--- src/rtl/uart_rx_dma_ctrl.sv ---
// UART RX to blockram DMA channel; CPU has priority on the RAM write port.
// Optional circular mode is compiled in with `define DMA_CIRC_EN.
module uart_rx_dma_ctrl #(
  parameter int unsigned FIFO_DEPTH = 8,
  parameter int unsigned LEN_W      = 16
) (
  input  logic        clk,
  input  logic        resetn,
  input  logic        cfg_we,
  input  logic [1:0]  cfg_addr,
  input  logic [31:0] cfg_wdata,
  output logic [31:0] cfg_rdata,
  input  logic        rx_valid,
  input  logic [7:0]  rx_data,
  input  logic        cpu_req,
  output logic        ram_we,
  output logic [3:0]  ram_be,
  output logic [31:0] ram_addr,
  output logic [31:0] ram_wdata,
  output logic        busy,
  output logic        irq
);

  localparam int unsigned AW = $clog2(FIFO_DEPTH);

  typedef enum logic [1:0] {IDLE, RUN, DONE} state_e;

  state_e             state_q, state_d;
  logic [31:0]        base_q, base_d;
  logic [LEN_W-1:0]   len_q, len_d;
  logic               ie_q, ie_d;
  logic               done_q, done_d;
  logic               ovf_q, ovf_d;
  logic [LEN_W-1:0]   count_q, count_d;
  logic [31:0]        run_base_q, run_base_d;
  logic [LEN_W-1:0]   run_len_q, run_len_d;
  logic [AW:0]        wptr_q, wptr_d, rptr_q, rptr_d;
  logic [7:0]         fifo_q [FIFO_DEPTH];
  logic               circ;

`ifdef DMA_CIRC_EN
  logic circ_q, circ_d;
  assign circ = circ_q;
`else
  assign circ = 1'b0;
`endif

  logic             ctrl_wr, start_req, abort_req;
  logic             fifo_empty, fifo_full;
  logic             issue, push, drop;
  logic [7:0]       head;
  logic [31:0]      wr_addr;
  logic [LEN_W-1:0] count_inc;

  assign ctrl_wr    = cfg_we && (cfg_addr == 2'd0);
  assign start_req  = ctrl_wr && cfg_wdata[0] && (state_q != RUN);
  assign abort_req  = ctrl_wr && cfg_wdata[2] && (state_q == RUN);

  assign fifo_empty = (wptr_q == rptr_q);
  assign fifo_full  = (wptr_q[AW] != rptr_q[AW]) && (wptr_q[AW-1:0] == rptr_q[AW-1:0]);

  assign issue      = (state_q == RUN) && !fifo_empty && !cpu_req && !abort_req;
  // A full FIFO still accepts a byte when the head drains in the same cycle.
  assign push       = (state_q == RUN) && rx_valid && !abort_req && (!fifo_full || issue);
  assign drop       = (state_q == RUN) && rx_valid && !abort_req && fifo_full && !issue;

  assign head       = fifo_q[rptr_q[AW-1:0]];
  assign wr_addr    = run_base_q + 32'(count_q);
  assign count_inc  = count_q + LEN_W'(1);

  assign ram_we     = issue;
  assign ram_be     = issue ? (4'b0001 << wr_addr[1:0]) : '0;
  assign ram_addr   = issue ? wr_addr : '0;
  assign ram_wdata  = issue ? {4{head}} : '0;
  assign busy       = (state_q == RUN);
  assign irq        = done_q & ie_q;

  always_comb begin
    cfg_rdata = '0;
    unique case (cfg_addr)
      2'd0:    cfg_rdata = {28'd0, ie_q, 1'b0, circ, 1'b0};
      2'd1:    cfg_rdata = base_q;
      2'd2:    cfg_rdata = 32'(len_q);
      default: cfg_rdata = {16'(count_q), 13'd0, ovf_q, done_q, busy};
    endcase
  end

  always_comb begin
    state_d    = state_q;
    base_d     = base_q;
    len_d      = len_q;
    ie_d       = ie_q;
    done_d     = done_q;
    ovf_d      = ovf_q;
    count_d    = count_q;
    run_base_d = run_base_q;
    run_len_d  = run_len_q;
    wptr_d     = wptr_q;
    rptr_d     = rptr_q;
`ifdef DMA_CIRC_EN
    circ_d     = circ_q;
`endif

    if (cfg_we) begin
      unique case (cfg_addr)
        2'd0: begin
          ie_d = cfg_wdata[3];
`ifdef DMA_CIRC_EN
          circ_d = cfg_wdata[1];
`endif
        end
        2'd1: base_d = cfg_wdata;
        2'd2: len_d  = cfg_wdata[LEN_W-1:0];
        default: begin
          if (cfg_wdata[1]) done_d = 1'b0;
          if (cfg_wdata[2]) ovf_d  = 1'b0;
        end
      endcase
    end

    if (push) wptr_d = wptr_q + (AW+1)'(1);
    if (issue) rptr_d = rptr_q + (AW+1)'(1);
    if (drop) ovf_d = 1'b1;

    unique case (state_q)
      RUN: begin
        if (abort_req) begin
          state_d = IDLE;
          wptr_d  = '0;
          rptr_d  = '0;
        end else if (issue) begin
          count_d = count_inc;
          if (count_inc == run_len_q) begin
            done_d = 1'b1;
            if (circ) count_d = '0;
            else      state_d = DONE;
          end
        end
      end
      default: begin
        if (start_req) begin
          run_base_d = base_q;
          run_len_d  = len_q;
          count_d    = '0;
          wptr_d     = '0;
          rptr_d     = '0;
          if (len_q == '0) begin
            state_d = DONE;
            done_d  = 1'b1;
          end else begin
            state_d = RUN;
            done_d  = 1'b0;
          end
        end
      end
    endcase
  end

  always_ff @(posedge clk) begin
    if (!resetn) begin
      state_q    <= IDLE;
      base_q     <= '0;
      len_q      <= '0;
      ie_q       <= 1'b0;
      done_q     <= 1'b0;
      ovf_q      <= 1'b0;
      count_q    <= '0;
      run_base_q <= '0;
      run_len_q  <= '0;
      wptr_q     <= '0;
      rptr_q     <= '0;
`ifdef DMA_CIRC_EN
      circ_q     <= 1'b0;
`endif
    end else begin
      state_q    <= state_d;
      base_q     <= base_d;
      len_q      <= len_d;
      ie_q       <= ie_d;
      done_q     <= done_d;
      ovf_q      <= ovf_d;
      count_q    <= count_d;
      run_base_q <= run_base_d;
      run_len_q  <= run_len_d;
      wptr_q     <= wptr_d;
      rptr_q     <= rptr_d;
`ifdef DMA_CIRC_EN
      circ_q     <= circ_d;
`endif
    end
  end

  always_ff @(posedge clk) begin
    if (push) fifo_q[wptr_q[AW-1:0]] <= rx_data;
  end

endmodule

--- config.mk ---
export PLATFORM = sky130hd
export DESIGN_NAME = uart_rx_dma_ctrl
export DESIGN_NICKNAME = d
export VERILOG_FILES = /design/src/rtl/uart_rx_dma_ctrl.sv
export SDC_FILE = /design/constraint.sdc
export NUM_CORES = 1
export LEC_CHECK = 0
export BUFFER_PORTS_ARGS = -buffer_cell sky130_fd_sc_hd__buf_2
export CAP_MARGIN = 15
export CORE_MARGIN = 1
export CORE_UTILIZATION = 62
export CTS_CLUSTER_SIZE = 25
export DETAILED_ROUTE_END_ITERATION = 8
export GPL_TIMING_DRIVEN = 0
export MAX_ROUTING_LAYER = met4
export PLACE_DENSITY = 0.86
export SLEW_MARGIN = 0
export SYNTH_ARGS = -nofsm -noshare
export SYNTH_HDL_FRONTEND = slang
export SYNTH_SLANG_ARGS = --single-unit
--- constraint.sdc ---
create_clock -name clk -period 5.6 [get_ports clk]
set_input_delay 1.12 -clock clk [delete_from_list [all_inputs] [get_ports clk]]
set_output_delay 1.12 -clock clk [all_outputs]
set_load 0.01 [all_outputs]
* After elaboration in Yosys (flattened, before gate mapping)
Memory sizes are Yosys's and may differ from the RTL's. A register that Yosys moved wholly into a read port is not among the register bits.
Index checks and enable logic that the tools add are counted.
** Word-level totals
- Flip-flop bits (word level) :: 125
- Output and inout port bits :: 103
- Input port bits :: 47
- RAM bits :: 64
- Memories kept :: 1
- Logic and storage cells :: 103
** Operators by class
- Muxes and demuxes :: 38
- Eq/ne operators :: 13
- Bitwise operators :: 2
- $add $sub $neg :: 4
- Reduce and logical (&&, ||, !) cells :: 33
- Shift operators :: 1
** Memory list
- fifo_q :: words 8, width 8, read ports 1, clocked after Yosys merged registers in 1, wr ports 1, RTL line 38 : logic [7:0] fifo_q [FIFO_DEPTH];
** Operator list (number)
- 32-bit case mux with 3 select lines :: 1
- 16-bit 2-to-1 mux :: 4
- 32-bit 2-to-1 mux :: 2
- 4-bit 2-to-1 mux :: 9
- 32-bit by 16-bit adder with 32-bit output :: 1
- 16-bit by 1-bit adder with 16-bit output (second input constant) :: 1
- 16-bit equality test :: 1
- 16-bit logical NOT :: 1
- 1-bit 2-to-1 mux :: 15
- 1-bit logical AND :: 14
- 2-bit 2-to-1 mux :: 6
- 3-bit AND reduction :: 3
- 4-bit by 1-bit adder with 4-bit output (second input constant) :: 2
- 2-bit AND reduction :: 4
- 2-bit by 1-bit != test with 1-bit output (second input constant) :: 3
- 3-bit by 1-bit != test with 1-bit output (second input constant) :: 2
- 2-bit nonzero test :: 3
- 1-bit logical NOT :: 5
- 2-bit by 1-bit equality test with 1-bit output (second input constant) :: 2
- 4-bit equality test :: 1
- 1-bit by 2-bit left shift with 4-bit output (first input constant) :: 1
- 3-bit equality test :: 1
- 3-bit 2-to-1 mux :: 1
- 3-bit OR reduction :: 1
- other kinds (7) :: 7

* Logic depth before layout (Yosys ltp)
Gate-level depths: netlist of run 1.
- Depth in word-level cells :: 11
- Gate-level depth with buffers :: 10
- Mapped depth without buffers :: 9

* Least setup slack after synthesis of run 1
Ideal clock, no wire load.
- Path kind :: input-to-output
- From :: input cfg_addr[0]
- To :: output ram_wdata[10]
- Buffers on the path :: 5
- Cell stages on the path :: 9
- Path slack :: 1448 ps
- Arrival time :: 3032 ps
- Cells stage by stage :: clkbuf_1 > nor3b_2 > a21o_1 > or3_1 > clkbuf_1 > buf_2 > buf_2 > nor2_1 > buf_4
** On the way
- Word-level cells in the longest chain between the ends :: 7
** Ends and longest elaborated chain
- start: declaration :: RTL line 10 : input logic [1:0] cfg_addr,
- 2-bit logical NOT :: RTL line 55 : assign ctrl_wr = cfg_we && (cfg_addr == 2'd0);
- 1-bit logical AND :: RTL line 55
- 1-bit logical AND (2 in series) :: RTL line 57 : assign abort_req = ctrl_wr && cfg_wdata[2] && (state_q == RUN);
- 1-bit logical NOT :: RTL line 62 : assign issue = (state_q == RUN) && !fifo_empty && !cpu_req && !abort_req;
- 1-bit logical AND :: RTL line 62
- 32-bit 2-to-1 mux :: RTL line 74 : assign ram_wdata = issue ? {4{head}} : '0;
- end: declaration :: RTL line 19 : output logic [31:0] ram_wdata,
Every way passes these cells.

* Worst setup path in the final report of run 1
- From :: input cfg_addr[1]
- To :: output ram_wdata[30]
Same word-level chain as after synthesis.

==> flow_metrics.py, run 1 <==
metrics = {
    "outcome": {
        "outcome": "finished clean",
    },
    "clock_tree": {
        "clk_pin_slew_worst_paths_ns": 0.07,
        "clockBufferDepth": 2,
        "cts_buffers": 17,
        "cts-htree-levels": 4,
        "cts_setup_buffers": 0,
        "clock_latency_ns": 0.44,
        "cts.sinks": 189,
        "cts_tree": "built",
        "cts_root_buf": "clkbuf_16",
        "cts_resized": 0,
        "hold_buffers": 0,
    },
    "cells_and_area": {
        "fin_util": 0.747,
        "mostFrequentLayoutCell": "nand2_1",
        "final_cell_mix": "nand2_1 (237), buf_2 (159), dfxtp_1 (125)",
        "instances_no_fill": 1468,
        "seqCellArea_um2": 4420,
        "nets": 1311,
        "fin_area_um2": 11400,
        "multiInputGateArea_um2": 4890,
        "syn_to_final_growth_pct": 16.4,
        "num-fill-cells": 1115,
        "layout-drive-gt1-share": 0.195,
    },
    "worst_setup_path": {
        "critPathArrivalTime_ns": 4.01,
        "end_kind": "output pin",
        "worstReg2RegStart": "count_q[1]",
        "crit_required_ns": 4.48,
        "startpoint": "cfg_addr[1]",
        "critPathMaxFanout": 10,
        "critPathLaunchType": "input pin",
        "worstSetupPathType": "in -> out",
    },
    "yosys": {
        "syn_inst": 1076,
        "synth.distinct_cells": 63,
        "yosysWarnings": 0,
        "ys_seq_elements": 189,
        "synth-edff-count": 64,
        "synth_nets": 1143,
        "async_flop_share": 0,
        "syn_avg_cell_area_um2": 9.13,
        "syn_area_um2": 9820,
        "ys_seq_area_frac": 0.451,
        "synth_ff_type": "dfxtp_1",
    },
    "global_routing": {
        "grt_overflow": 0,
        "grt_max_degree": 19,
        "grt.total_usage": 0.366,
        "grt_pass1_wl_um": 44100,
        "grt_pass1_vias": 8393,
        "antenna_found_initial": 1,
    },
    "floorplanning": {
        "die_w_um": 128,
        "initial_utilization": 0.641,
        "coreArea_um2": 15300,
        "ios": 150,
        "dieArea_um2": 16300,
        "rows": 45,
        "die_h_um": 128,
    },
    "route": {
        "drt_iter0_drc": 957,
        "dr.pass1.iters": 6,
        "wire_per_inst_um": 18.9,
        "ant_nets": 0,
        "drc_errors": 0,
        "wirelength_um": 27800,
        "post_drt_via_cell_ratio": 6.01,
        "num_vias": 8830,
    },
    "place": {
        "globalplace.congestion": 0.978,
        "placedCellCount": 1436,
        "place_area_um2": 10800,
        "pre_cts_slack_ns": 0.582,
        "hpwl_um": 20300,
        "port_buffers": 147,
    },
    "timing": {
        "period_needed_ns": 5.13,
        "setup_ws_ns": 0.472,
        "fmax_ghz": 0.195,
        "slew_viol_final": 0,
        "finalHoldViolCount": 0,
        "grt_setup_unrepaired": "false",
        "fin_setup_tns_ns": 0,
        "worst_pin_slew_ns": 0.973,
        "skew_ns": 0.0121,
        "fin_hold_ws_ns": 0.447,
        "max-slew-margin-rel": 0.347,
        "setup_viol": 0,
        "fin_crit_sh": 0.916,
    },
    "power_and_ir_drop": {
        "p_clk_frac": 0.439,
        "switchingPower_mw": 0.668,
        "power_density_nw_per_um2": 247,
        "comb_power_share": 0.050,
        "power_mw": 2.82,
        "leakagePower_nw": 4.51,
        "ir_worst_vdd_mv": 0.270,
        "intPower_mw": 2.16,
        "switching_share": 0.236,
        "power_frac_seq": 0.511,
    },
    "min_path": {
        "hold_class": "reg -> reg",
        "min-delay-start": "state_q[1]",
    },
    "flow_run": {
        "maxCapViolCount": 0,
    },
}
-- power groups by stage --
stage	clock (mW)	sequential, mW	combinational, mW
after floorplan	0	1.47	0.0800
after global placement	0	1.47	0.135
after detailed placement	0	1.47	0.136
after CTS	1.24	1.44	0.138
after global routing	1.29	1.45	0.152
final	1.24	1.44	0.141
-- final timing paths --
kind | end | slack, ns | cells after the start
worst max-delay path | ram_wdata[30] | 0.47 | 10
worst min-delay path | state_q[1] | 0.45 | 2
worst max register to register | done_q | 2.56 | 10
worst min register to register | state_q[1] | 0.45 | 2
-- logic make-up after synthesis --
group | synth area share
AO/OA/AOI/OAI | 0.161
XOR/XNOR | 0.0419
adder cells (fa/ha/maj) | 0.0262
buffers and inverters | 0.0511
flip-flops | 0.451
multiplexers | 0.0687
AND/OR/NAND/NOR | 0.201
-- registers in the layout, summed over array words and instances, names as in the netlist, 2 cells and up --
signal / flops
base_q: 32
count_q: 16
fifo_q: 64
len_q: 16
rptr_q: 4
run_base_q: 32
run_len_q: 16
state_q: 2
wptr_q: 4
-- layer usage --
| layer | vias up | GRT usage | routed length (µm) |
|---|---|---|---|
| li1 | 4082 | - | - |
| met1 | 4185 | 0.466 | 11100 |
| met2 | 472 | 0.569 | 13100 |
| met3 | 91 | 0.0659 | 2490 |
| met4 | 0 | 0.172 | 1160 |
| met5 | - | - | 0 |
-- layout make-up --
type	instances	share of cell area
multi-input combinational	782	0.428
sequential	189	0.387
timing repair buffer	149	0.0654
buffer	97	0.0413
clock buffer	17	0.0372
tap	211	0.0231
clock inverter	14	0.0152
inverter	8	0.00263
antenna	1	0.000219
-- worst max-delay path: stages --
cell      delay (ns)
clkbuf_1        0.19
nor3b_2         0.47
a21o_1          0.20
or3_1           0.26
clkbuf_1        0.49
buf_2           0.44
buf_2           0.36
nor2_1          0.17
buf_4           0.16
buf_2           0.13
-- cells in the mapped netlist, drive strengths merged (4+ instances only) --
cell type  number  share of area
xor2           16          0.014
nand2b          6         0.0038
nor2           65          0.025
a21boi         79          0.061
or3            10         0.0064
a21oi          59          0.030
nor3           18         0.0092
and3           12         0.0076
nand3          16         0.0082
o211ai          4         0.0031
nand4          10         0.0064
clkbuf         56          0.021
inv             7         0.0027
a22o           16          0.014
mux2i          28          0.029
edfxtp         64           0.20
nor4           10         0.0064
nand3b          5         0.0038
mux4           16          0.037
and2           11         0.0070
a21o           10         0.0076
xnor2          31          0.028
ha             19          0.024
a31oi           5         0.0032
o21ai          29          0.015
nor2b          25          0.017
buf            41          0.027
nand2         237          0.091
dfxtp         125           0.25
Note: power is estimated with default switching activity, not from simulation.
==> run 2: changes to the inputs <==
- BUFFER_PORTS_ARGS: -buffer_cell sky130_fd_sc_hd__buf_2 -> -buffer_cell sky130_fd_sc_hd__clkbuf_2
==> run 2 against run 1 <==
Compared with the run above:
- worst hold slack gained 0.00085 ns
- count of clock-buffer cells in the layout increased by 2
- cell count hardly changed
- cell area barely moved
- maximum frequency is 1.0% higher
- largest power group unchanged
- utilization hardly changed
==> flow_metrics.py, run 2 (same netlist as run 1, synthesis figures left out) <==
metrics = {
    "outcome": {
        "outcome": "finished clean",
    },
    "timing": {
        "skew_ns": 0.00819,
        "max-slew-margin-rel": 0.360,
        "finalHoldViolCount": 0,
        "worst_pin_slew_ns": 0.957,
        "grt_setup_unrepaired": "false",
        "fmax_ghz": 0.197,
        "fin_crit_sh": 0.906,
        "setup_viol": 0,
        "fin_setup_tns_ns": 0,
        "slew_viol_final": 0,
        "period_needed_ns": 5.08,
    },
    "clock_tree": {
        "cts-htree-levels": 4,
        "cts_buffers": 17,
        "cts_setup_buffers": 0,
        "clock_latency_ns": 0.44,
        "cts_root_buf": "clkbuf_16",
        "clk_pin_slew_worst_paths_ns": 0.07,
        "cts_resized": 0,
        "clockBufferDepth": 2,
        "cts.sinks": 189,
        "hold_buffers": 0,
        "cts_tree": "built",
    },
    "route": {
        "ant_nets": 0,
        "drc_errors": 0,
        "wire_per_inst_um": 18.8,
        "post_drt_via_cell_ratio": 5.97,
        "num_vias": 8768,
        "dr.pass1.iters": 6,
        "wirelength_um": 27600,
        "drt_iter0_drc": 825,
    },
    "floorplanning": {
        "die_w_um": 128,
        "initial_utilization": 0.641,
        "rows": 45,
        "coreArea_um2": 15300,
        "dieArea_um2": 16300,
        "die_h_um": 128,
        "ios": 150,
    },
    "cells_and_area": {
        "syn_to_final_growth_pct": 16.4,
        "final_cell_mix": "nand2_1 (237), clkbuf_2 (147), dfxtp_1 (125)",
        "mostFrequentLayoutCell": "nand2_1",
        "largest_register_ffs": 64,
        "diodes": 0,
        "fin_util": 0.747,
        "num-fill-cells": 1119,
        "nets": 1312,
        "layout-drive-gt1-share": 0.196,
    },
    "global_routing": {
        "grt_max_degree": 19,
        "grt_overflow": 0,
        "grt_pass1_wl_um": 42700,
        "antenna_found_initial": 0,
        "grt.total_usage": 0.357,
        "grt_pass1_vias": 8165,
    },
    "worst_setup_path": {
        "critPathLaunchType": "input pin",
        "critPathArrivalTime_ns": 3.96,
        "worstSetupPathType": "in -> out",
        "end_kind": "output pin",
        "startpoint": "cfg_addr[1]",
        "critPathMaxFanout": 10,
        "crit_required_ns": 4.48,
        "worstReg2RegStart": "count_q[1]",
    },
    "flow_run": {
        "maxCapViolCount": 0,
    },
    "power_and_ir_drop": {
        "leakagePower_nw": 4.43,
        "power_density_nw_per_um2": 246,
        "ir_worst_vdd_mv": 0.207,
    },
    "place": {
        "globalplace.congestion": 0.963,
        "port_buffers": 147,
        "hpwl_um": 20500,
    },
    "min_path": {
        "min-delay-start": "state_q[1]",
        "hold_class": "reg -> reg",
    },
}
-- run 2: changes by cell type in the layout (fill, tap and decap cells not counted) --
cell	delta
inv_6	+2
inv_8	-4
buf_2	-146
clkbuf_8	+1
clkinv_4	+1
diode_2	-1
clkbuf_1	+1
clkbuf_2	+147
-- run 2: final timing paths --
check	cells after the start	end	slack [ns]
setup / recovery	10	ram_wdata[30]	0.52
hold / removal	2	state_q[1]	0.45
setup reg to reg	10	done_q	2.57
hold reg to reg	2	state_q[1]	0.45
-- run 2: metrics by stage --
step / std cells / setup slack [ns] / cell area (µm²) / hold slack (ns) / power [mW]
finish: 1469 / 0.524 / 11400 / 0.448 / 2.82
CTS: 1469 / 0.646 / 11400 / 0.445 / 2.81
global route: 1469 / 0.448 / 11400 / 0.484 / 2.88
floorplan: 1076 / 1.45 / 9820 / 0.419 / 1.55
global placement: 1434 / 0.642 / 10800 / 0.434 / 1.61
detailed placement: 1437 / 0.663 / 10800 / 0.434 / 1.61
-- run 2: final cells by class --
class / instances / area, µm² / area share
buffer: 97 / 472 / 0.0413
clock buffer: 19 / 443 / 0.0387
clock inverter: 13 / 155 / 0.0136
inverter: 8 / 30.0 / 0.00263
multi-input combinational: 782 / 4890 / 0.428
sequential: 189 / 4420 / 0.387
tap: 211 / 264 / 0.0231
timing repair buffer: 150 / 753 / 0.0659
-- run 2: metal layers --
layer / track usage / share of wire / vias up
met5: - / 0 / -
met4: 0.178 / 0.042 / 0
met3: 0.0530 / 0.091 / 78
met2: 0.555 / 0.47 / 489
met1: 0.459 / 0.40 / 4119
li1: - / - / 4082
-- run 2: critical path, stage by stage --
cell      delay, ns
clkbuf_1       0.19
nor3b_2        0.46
a21o_1         0.17
or3_1          0.27
clkbuf_1       0.49
buf_2          0.43
buf_2          0.35
nor2_1         0.17
buf_4          0.17
clkbuf_2       0.12
-- run 2: where the power goes --
group	leakage (nW)	switching, mW	internal [mW]
Sequential	1.59	0.0157	1.43
Combinational	2.55	0.0908	0.0518
Clock	0.290	0.548	0.682
